**config.mk**
```make
export PLATFORM = sky130hd
export DESIGN_NAME = alarm_sequencer
export DESIGN_NICKNAME = d
export VERILOG_FILES = /design/src/rtl/alarm_sequencer.sv
export SDC_FILE = /design/constraint.sdc
export NUM_CORES = 1
export LEC_CHECK = 0
export CAP_MARGIN = 10
export CORE_MARGIN = 5
export CORE_UTILIZATION = 35
export DETAILED_ROUTE_END_ITERATION = 12
export PLACE_DENSITY = 0.65
export SYNTH_ARGS = -nofsm -noshare
export SYNTH_HDL_FRONTEND = slang
export SYNTH_SLANG_ARGS = --single-unit
```
**constraint.sdc**
```tcl
create_clock -name clk -period 2 [get_ports clk]
set_clock_uncertainty 0.15 [all_clocks]
set_input_delay 0.2 -clock clk [delete_from_list [all_inputs] [get_ports clk]]
set_output_delay 0.2 -clock clk [all_outputs]
set_load 0.005 [all_outputs]
```
**src/rtl/alarm_sequencer.sv**
```systemverilog
`default_nettype none
// ============================================================================
// Module  : alarm_sequencer
// Purpose : Alarm clock ring/snooze/timeout sequencer driven by a 1 Hz tick.
// Rev     : 1.0  initial release
// ============================================================================
module alarm_sequencer #(
  parameter int RING_SEC   = 60,
  parameter int SNOOZE_SEC = 300,
  parameter int MAX_SNOOZE = 3
) (
  input  logic                              clk,
  input  logic                              rstn,
  input  logic                              tick_sec,
  input  logic                              bud_en,
  input  logic [3:0]                        hourdec_now,
  input  logic [3:0]                        hourone_now,
  input  logic [3:0]                        mindec_now,
  input  logic [3:0]                        minone_now,
  input  logic [3:0]                        hourdec_bud,
  input  logic [3:0]                        hourone_bud,
  input  logic [3:0]                        mindec_bud,
  input  logic [3:0]                        minone_bud,
  input  logic                              stop_i,
  input  logic                              snooze_i,
  output logic                              bud_on,
  output logic [1:0]                        state_o,
  output logic [$clog2(MAX_SNOOZE+1)-1:0]   snooze_cnt_o,
  output logic                              missed_o
);

  localparam int CNT_MAX = (RING_SEC > SNOOZE_SEC) ? RING_SEC : SNOOZE_SEC;
  localparam int CNT_W   = (CNT_MAX > 1) ? $clog2(CNT_MAX) : 1;
  localparam int SN_W    = $clog2(MAX_SNOOZE + 1);

  localparam logic [CNT_W-1:0] RING_LAST   = CNT_W'(RING_SEC - 1);
  localparam logic [CNT_W-1:0] SNOOZE_LAST = CNT_W'(SNOOZE_SEC - 1);
  localparam logic [SN_W-1:0]  SN_LIMIT    = SN_W'(MAX_SNOOZE);

  typedef enum logic [1:0] {
    IDLE    = 2'd0,
    ARMED   = 2'd1,
    RINGING = 2'd2,
    SNOOZE  = 2'd3
  } state_t;

  state_t           state;
  logic [CNT_W-1:0] sec_cnt;
  logic             match;
  logic             match_d;
  logic             match_rise;

  assign match      = ({hourdec_now, hourone_now, mindec_now, minone_now} ==
                       {hourdec_bud, hourone_bud, mindec_bud, minone_bud});
  assign match_rise = match & ~match_d;
  assign state_o    = state;

  // match_d resets high so a time already equal to the alarm at release is not an edge
  always_ff @(posedge clk or negedge rstn) begin
    if (!rstn) begin
      state        <= IDLE;
      bud_on       <= 1'b0;
      missed_o     <= 1'b0;
      snooze_cnt_o <= '0;
      sec_cnt      <= '0;
      match_d      <= 1'b1;
    end else begin
      match_d  <= match;
      missed_o <= 1'b0;
      if (!bud_en) begin
        state        <= IDLE;
        bud_on       <= 1'b0;
        sec_cnt      <= '0;
        snooze_cnt_o <= '0;
      end else begin
        case (state)
          IDLE: begin
            state <= ARMED;
          end
          ARMED: begin
            if (match_rise) begin
              state        <= RINGING;
              bud_on       <= 1'b1;
              sec_cnt      <= '0;
              snooze_cnt_o <= '0;
            end
          end
          RINGING: begin
            if (stop_i) begin
              state        <= ARMED;
              bud_on       <= 1'b0;
              sec_cnt      <= '0;
              snooze_cnt_o <= '0;
            end else if (tick_sec && (sec_cnt == RING_LAST)) begin
              state        <= ARMED;
              bud_on       <= 1'b0;
              missed_o     <= 1'b1;
              sec_cnt      <= '0;
              snooze_cnt_o <= '0;
            end else if (snooze_i && (snooze_cnt_o < SN_LIMIT)) begin
              state        <= SNOOZE;
              bud_on       <= 1'b0;
              sec_cnt      <= '0;
              snooze_cnt_o <= snooze_cnt_o + 1'b1;
            end else if (tick_sec) begin
              sec_cnt <= sec_cnt + 1'b1;
            end
          end
          SNOOZE: begin
            if (stop_i) begin
              state        <= ARMED;
              sec_cnt      <= '0;
              snooze_cnt_o <= '0;
            end else if (tick_sec && (sec_cnt == SNOOZE_LAST)) begin
              state   <= RINGING;
              bud_on  <= 1'b1;
              sec_cnt <= '0;
            end else if (tick_sec) begin
              sec_cnt <= sec_cnt + 1'b1;
            end
          end
          default: begin
            state <= IDLE;
          end
        endcase
      end
    end
  end

endmodule
`default_nettype wire

```
# After elaboration in Yosys (flattened, before gate mapping)
# Cells that the tools add are included.
# word_totals
reg_bits	16
latch_bits	0
ramBits	0
romBits	0
inputBits	38
output_inout_bits	6
wordCells	68
memories	0
# op_classes
addsub	2
mul	0
n_div	0
magnitude_cmp	1
n_eq_ne	13
shift	0
muxes	36
bitwise	2
n_reduce_logical	8
# ops
operator	n
9-bit two-way mux	8
9-bit case mux with 3 select lines	1
2-bit two-way mux	13
16-bit equality test	1
3-bit != test, second input constant	4
1-bit two-way mux	11
9-bit by 1-bit adder with 9-bit output, second input constant	1
9-bit by 6-bit equality test with 1-bit output, second input constant	1
9-bit equality test, second input constant	1
2-bit case mux with 4 select lines	1
2-bit case mux with 3 select lines	1
5-bit != test, second input constant	1
5-bit AND reduction	1
2-bit equality test, second input constant	2
4-bit by 1-bit != test with 1-bit output, second input constant	1
4-bit != test, second input constant	1
4-bit AND reduction	1
1-bit logical AND	3
1-bit case mux with 3 select lines	1
3-bit AND reduction	1
2-bit by 1-bit adder with 2-bit output, second input constant	1
2-bit by 1-bit equality test with 1-bit output, second input constant	1
2-bit logical NOT	1
2-bit less-than comparator, second input constant	1
3 further kinds	3

# Logic depth before layout (Yosys ltp)
# logic_depth
ltp_word	7
depth_mapped	8
ltp_nobuf	7

# Worst setup path before layout
# Ideal clock, no wire load.
# synth_path
kind	reg2reg
from	register state[0], in the netlist state_o[0]
to	register snooze_cnt_o[0]
setup_ps	95
arrival_ps	1646
required_ps	1755
path_slack_ps	109
path_stages_with_launch	8
n_path_buf	1
period_less_slack_ps	1891
path_cell_list	dfrtp_1 inv_1 ha_1 o32a_1 o21ai_2 clkbuf_1 o21ai_0 o31ai_1
# synth_via
elab_chain_cells	3
word_cells_on_any_way	10
cone_classes	eq/ne: 7; mux: 2; reduce/logical: 1
# synth_rtl
element	line_no	source
from (decl)	47	state_t state;
from (signal assigned)	61	state <= IDLE;
from (signal assigned)	71	state <= IDLE;
from (signal assigned)	78	state <= ARMED;
2-bit equality test or 2-bit by 1-bit equality test with 1-bit output (tied branches)	76	case (state)
5-bit != test (no line), or another cell as far along	--	
4-bit AND reduction (no line) or 2-bit two-way mux (tied branches)	--	
to (signal assigned)	104	snooze_cnt_o <= snooze_cnt_o + 1'b1;
to (decl)	28	output logic [$clog2(MAX_SNOOZE+1)-1:0] snooze_cnt_o,
# Several ways; a longest one is shown, not always the timed one.
# A chain may end at the register's enable or synchronous reset.

# Worst setup path after layout
# layout_path
from	register sec_cnt[1]
to	register sec_cnt[8]
# layout_via
elab_chain_cells	7
word_cells_on_any_way	13
cone_classes	add/sub: 1; eq/ne: 2; mux: 8; reduce/logical: 2
# layout_rtl
element	line_no	source
from (decl)	48	logic [CNT_W-1:0] sec_cnt;
from (signal assigned)	106	sec_cnt <= sec_cnt + 1'b1;
from (signal assigned)	119	sec_cnt <= sec_cnt + 1'b1;
9-bit by 1-bit adder with 9-bit output	106, 119	
9-bit two-way mux	105, 118	
9-bit two-way mux	100	end else if (snooze_i && (snooze_cnt_o < SN_LIMIT)) begin
9-bit two-way mux	94	end else if (tick_sec && (sec_cnt == RING_LAST)) begin
9-bit two-way mux	89	if (stop_i) begin
9-bit case mux with 3 select lines (*)	76	
9-bit two-way mux (*)	70	if (!bud_en) begin
# Every way passes the cells marked *; elsewhere a longest branch is shown, timed or not.

==> impl_metrics.py <==
metrics = {
    "outcome": {
        "run_status": "complete, no violations",
    },
    "yosys": {
        "syn_area_mm2": 0.00116,
        "synthXorXnorAreaFrac_pct": 12.0,
        "syn_area_per_cell_um2": 9.24,
        "async_reset_ff_share_pct": 100,
        "synth_top_area_cell": "dfrtp_1",
        "seq_area_frac_synth_pct": 34.5,
        "synth_edf_count": 0,
        "ys_warn_count": 0,
        "syn_nets": 170,
        "synth_top_family_by_area": "simple AND/OR/NAND/NOR gates",
        "synth_cell_type_count": 39,
        "synth_area_leaders": "dfrtp_1 (32%), xnor2_1 (12%), ha_1 (6.5%)",
        "synth_top_cell_area_share_pct": 32.3,
        "ys_top_cells_by_count": "xnor2_1 (16), dfrtp_1 (15), nand2_1 (11), o21ai_1 (9), o21ai_0 (7)",
        "ys.flop_type": "dfrtp_1",
        "synthMuxAreaShare_pct": 0.860,
        "synthAdderAreaFrac_pct": 6.45,
        "ys_ff_latch": 16,
        "synth_simple_gate_area_share_pct": 23.3,
        "synth-compound-area-share_pct": 19.1,
        "synth_cells": 126,
        "yosysMostFrequentCell": "xnor2_1",
    },
    "layout": {
        "diodes": 0,
        "area_delta_synth_final_pct": 67.7,
        "final_util_pct": 59.4,
        "final_cell_area_mm2": 0.00195,
        "nets": 248,
        "drive_above_1_share_pct": 25.1,
        "instances_no_fill": 249,
    },
    "placement": {
        "place.gp.congestion": 0.746,
        "io_buffers": 43,
        "placedCellCount": 238,
        "placed_area_mm2": 0.00183,
        "hpwlAfterDp_mm": 2.51,
    },
    "critical_path": {
        "startpoint_type": "register",
        "end_kind": "register",
        "r2r_end": "sec_cnt[8]$_DFFE_PN0P_",
        "path_max_fanout": 5,
        "cp.arrival_ns": 1.99,
        "reg2reg_depth": 8,
        "required_ns": 2.04,
        "path_class": "reg2reg",
        "ff2ff_setup_slack_ns": 0.04,
        "r2r-start": "sec_cnt[1]$_DFFE_PN0P_",
    },
    "routing": {
        "drtIter0Drc": 42,
        "wl_mm": 3.09,
        "num_vias": 1239,
        "wl_per_cell_um": 12.4,
        "via_per_inst": 4.98,
        "drc": 0,
        "routed.top_layer": "met4",
        "first_pass_iters": 4,
        "wl_met3_um": 178,
        "drt-met1-wl_mm": 1.31,
        "wl_met2_mm": 1.57,
        "ant_nets": 0,
    },
    "sta": {
        "fin_setup_tns_ns": 0,
        "slew_violations": 0,
        "max-slew-margin-rel_pct": 80.1,
        "finalCritPeriodShare_pct": 97.9,
        "fmax_ghz": 0.511,
        "hold_violations": 0,
        "rsz0062_at_grt": "yes",
        "fin_crit_ns": 1.96,
        "max_slew.worst_pin.slew_ns": 0.298,
        "setup_violations": 0,
    },
    "clock_tree": {
        "cts_tree": "yes",
        "cts_buffers": 3,
        "clock_latency_ns": 0.29,
        "cts_max_level": 1,
        "path_clk_slew_ns": 0.10,
        "cts_root_buffer": "clkbuf_4",
        "clockBufferDepth": 2,
        "clkSinkCount": 16,
        "holdBufCountCts": 0,
    },
    "power": {
        "ir_worst_vdd_mv": 0.341,
        "power_leakage_nw": 0.828,
        "p_per_area_mw_per_mm2": 620,
    },
    "floorplan": {
        "die_w_um": 67.7,
        "num_io_pins": 44,
        "die_y_um": 67.7,
        "rows": 21,
        "die_area_mm2": 0.00458,
        "start_util_pct": 35.4,
        "fp.coreArea_mm2": 0.00328,
    },
    "global_route": {
        "grt_pass1_wl_mm": 5.11,
        "grt.overflow.total": 0,
        "grt_pass1_vias": 1284,
        "grt_start_max_net_pins": 17,
        "groute.usage.overall_pct": 14.3,
        "antenna_found_initial": 0,
    },
    "flow_run": {
        "max-cap-violations": 0,
    },
    "min_path": {
        "hold_path.class": "in2async",
    },
}
==> flip-flops by register name (all words and copies together) (netlist names) <==
signal        flops
missed_o          1
state_o           2
snooze_cnt_o      2
sec_cnt           9
bud_on            1
match_d           1
==> where the power goes <==
part	switching [mW]	internal, mW
Combinational	0.261	0.335
Clock	0.111	0.111
Sequential	0.0341	0.358
==> area by class of cell <==
class                      count  area [um2]
fill                         305        1330
multi-input combinational    101         747
timing repair buffer          76         686
sequential                    16         403
tap                           46        57.6
clock buffer                   4        36.3
inverter                       6        22.5
==> stage by stage <==
| step | setup WS (ns) | power [mW] | hold slack, ns |
|---|---|---|---|
| detailed placement | -0.261 | 0.971 | 0.346 |
| CTS | 0.0177 | 1.19 | 0.0749 |
| global placement | -0.215 | 0.956 | 0.342 |
| finish | 0.0422 | 1.21 | 0.0677 |
| floorplan | 0.109 | 0.661 | -0.246 |
| global route | -0.0323 | 1.31 | 0.0723 |
==> worst max path at each step <==
stage                            from                          end  slack [ns]  depth (start not counted)
5_1_grt        state_o[0]$_DFFE_PN0P_       sec_cnt[0]$_DFFE_PN0P_       -0.03                          7
4_1_cts        sec_cnt[1]$_DFFE_PN0P_       sec_cnt[4]$_DFFE_PN0P_        0.02                          8
6_report       sec_cnt[1]$_DFFE_PN0P_       sec_cnt[8]$_DFFE_PN0P_        0.04                          8
3_3_place_gp           hourdec_bud[2]       sec_cnt[7]$_DFFE_PN0P_       -0.22                          7
2_1_floorplan  state_o[0]$_DFFE_PN0P_  snooze_cnt_o[0]$_DFFE_PN0P_        0.11                          7
3_5_place_dp           hourdec_bud[2]       sec_cnt[7]$_DFFE_PN0P_       -0.26                          7
==> metal layers <==
layer  vias to the layer above  track usage [%]
met5                         -                0
met4                         0             3.80
met3                         2             4.16
met2                        34             27.1
met1                       588             15.1
li1                        615                -
==> cells by family (layout without fill, tap and decap cells) <==
logic type | Yosys count | in the layout
muxes | 1 | 1
and+or+nand+nor | 45 | 45
DFF | 16 | 16
xor gates and xnor gates | 16 | 16
adders and majority gates | 6 | 6
buffers and inverters | 9 | 86
AOI/OAI and AO/OA | 33 | 33
==> placed cells by master (no fill, tap or decap), types with 3 or more instances in the layout <==
cell type,netlist,routed
clkdlybuf4s50_1,0,43
buf_4,0,31
xnor2_1,16,16
dfrtp_1,15,14
nand2_1,11,11
o21ai_1,9,10
inv_1,6,6
nand2b_1,6,6
nand4_1,5,5
o21ai_0,7,5
ha_1,6,5
nor2_1,5,3
nand3_1,3,3
o31ai_1,3,3
clkbuf_4,0,3
==> worst max-delay path: stages (launching register included) <==
cell,delay (ns)
dfrtp_1,0.37
ha_2,0.18
and3b_2,0.21
nand4b_1,0.17
a32oi_2,0.33
buf_6,0.17
nor2b_1,0.05
o21ai_1,0.15
o31ai_2,0.08
==> what timing repair did <==
action | CTS | global route
setup endpoints to repair | 0 | 11
gates resized for setup | 0 | 14
setup buffers | 0 | 6
(Power assumes the default switching activity.)
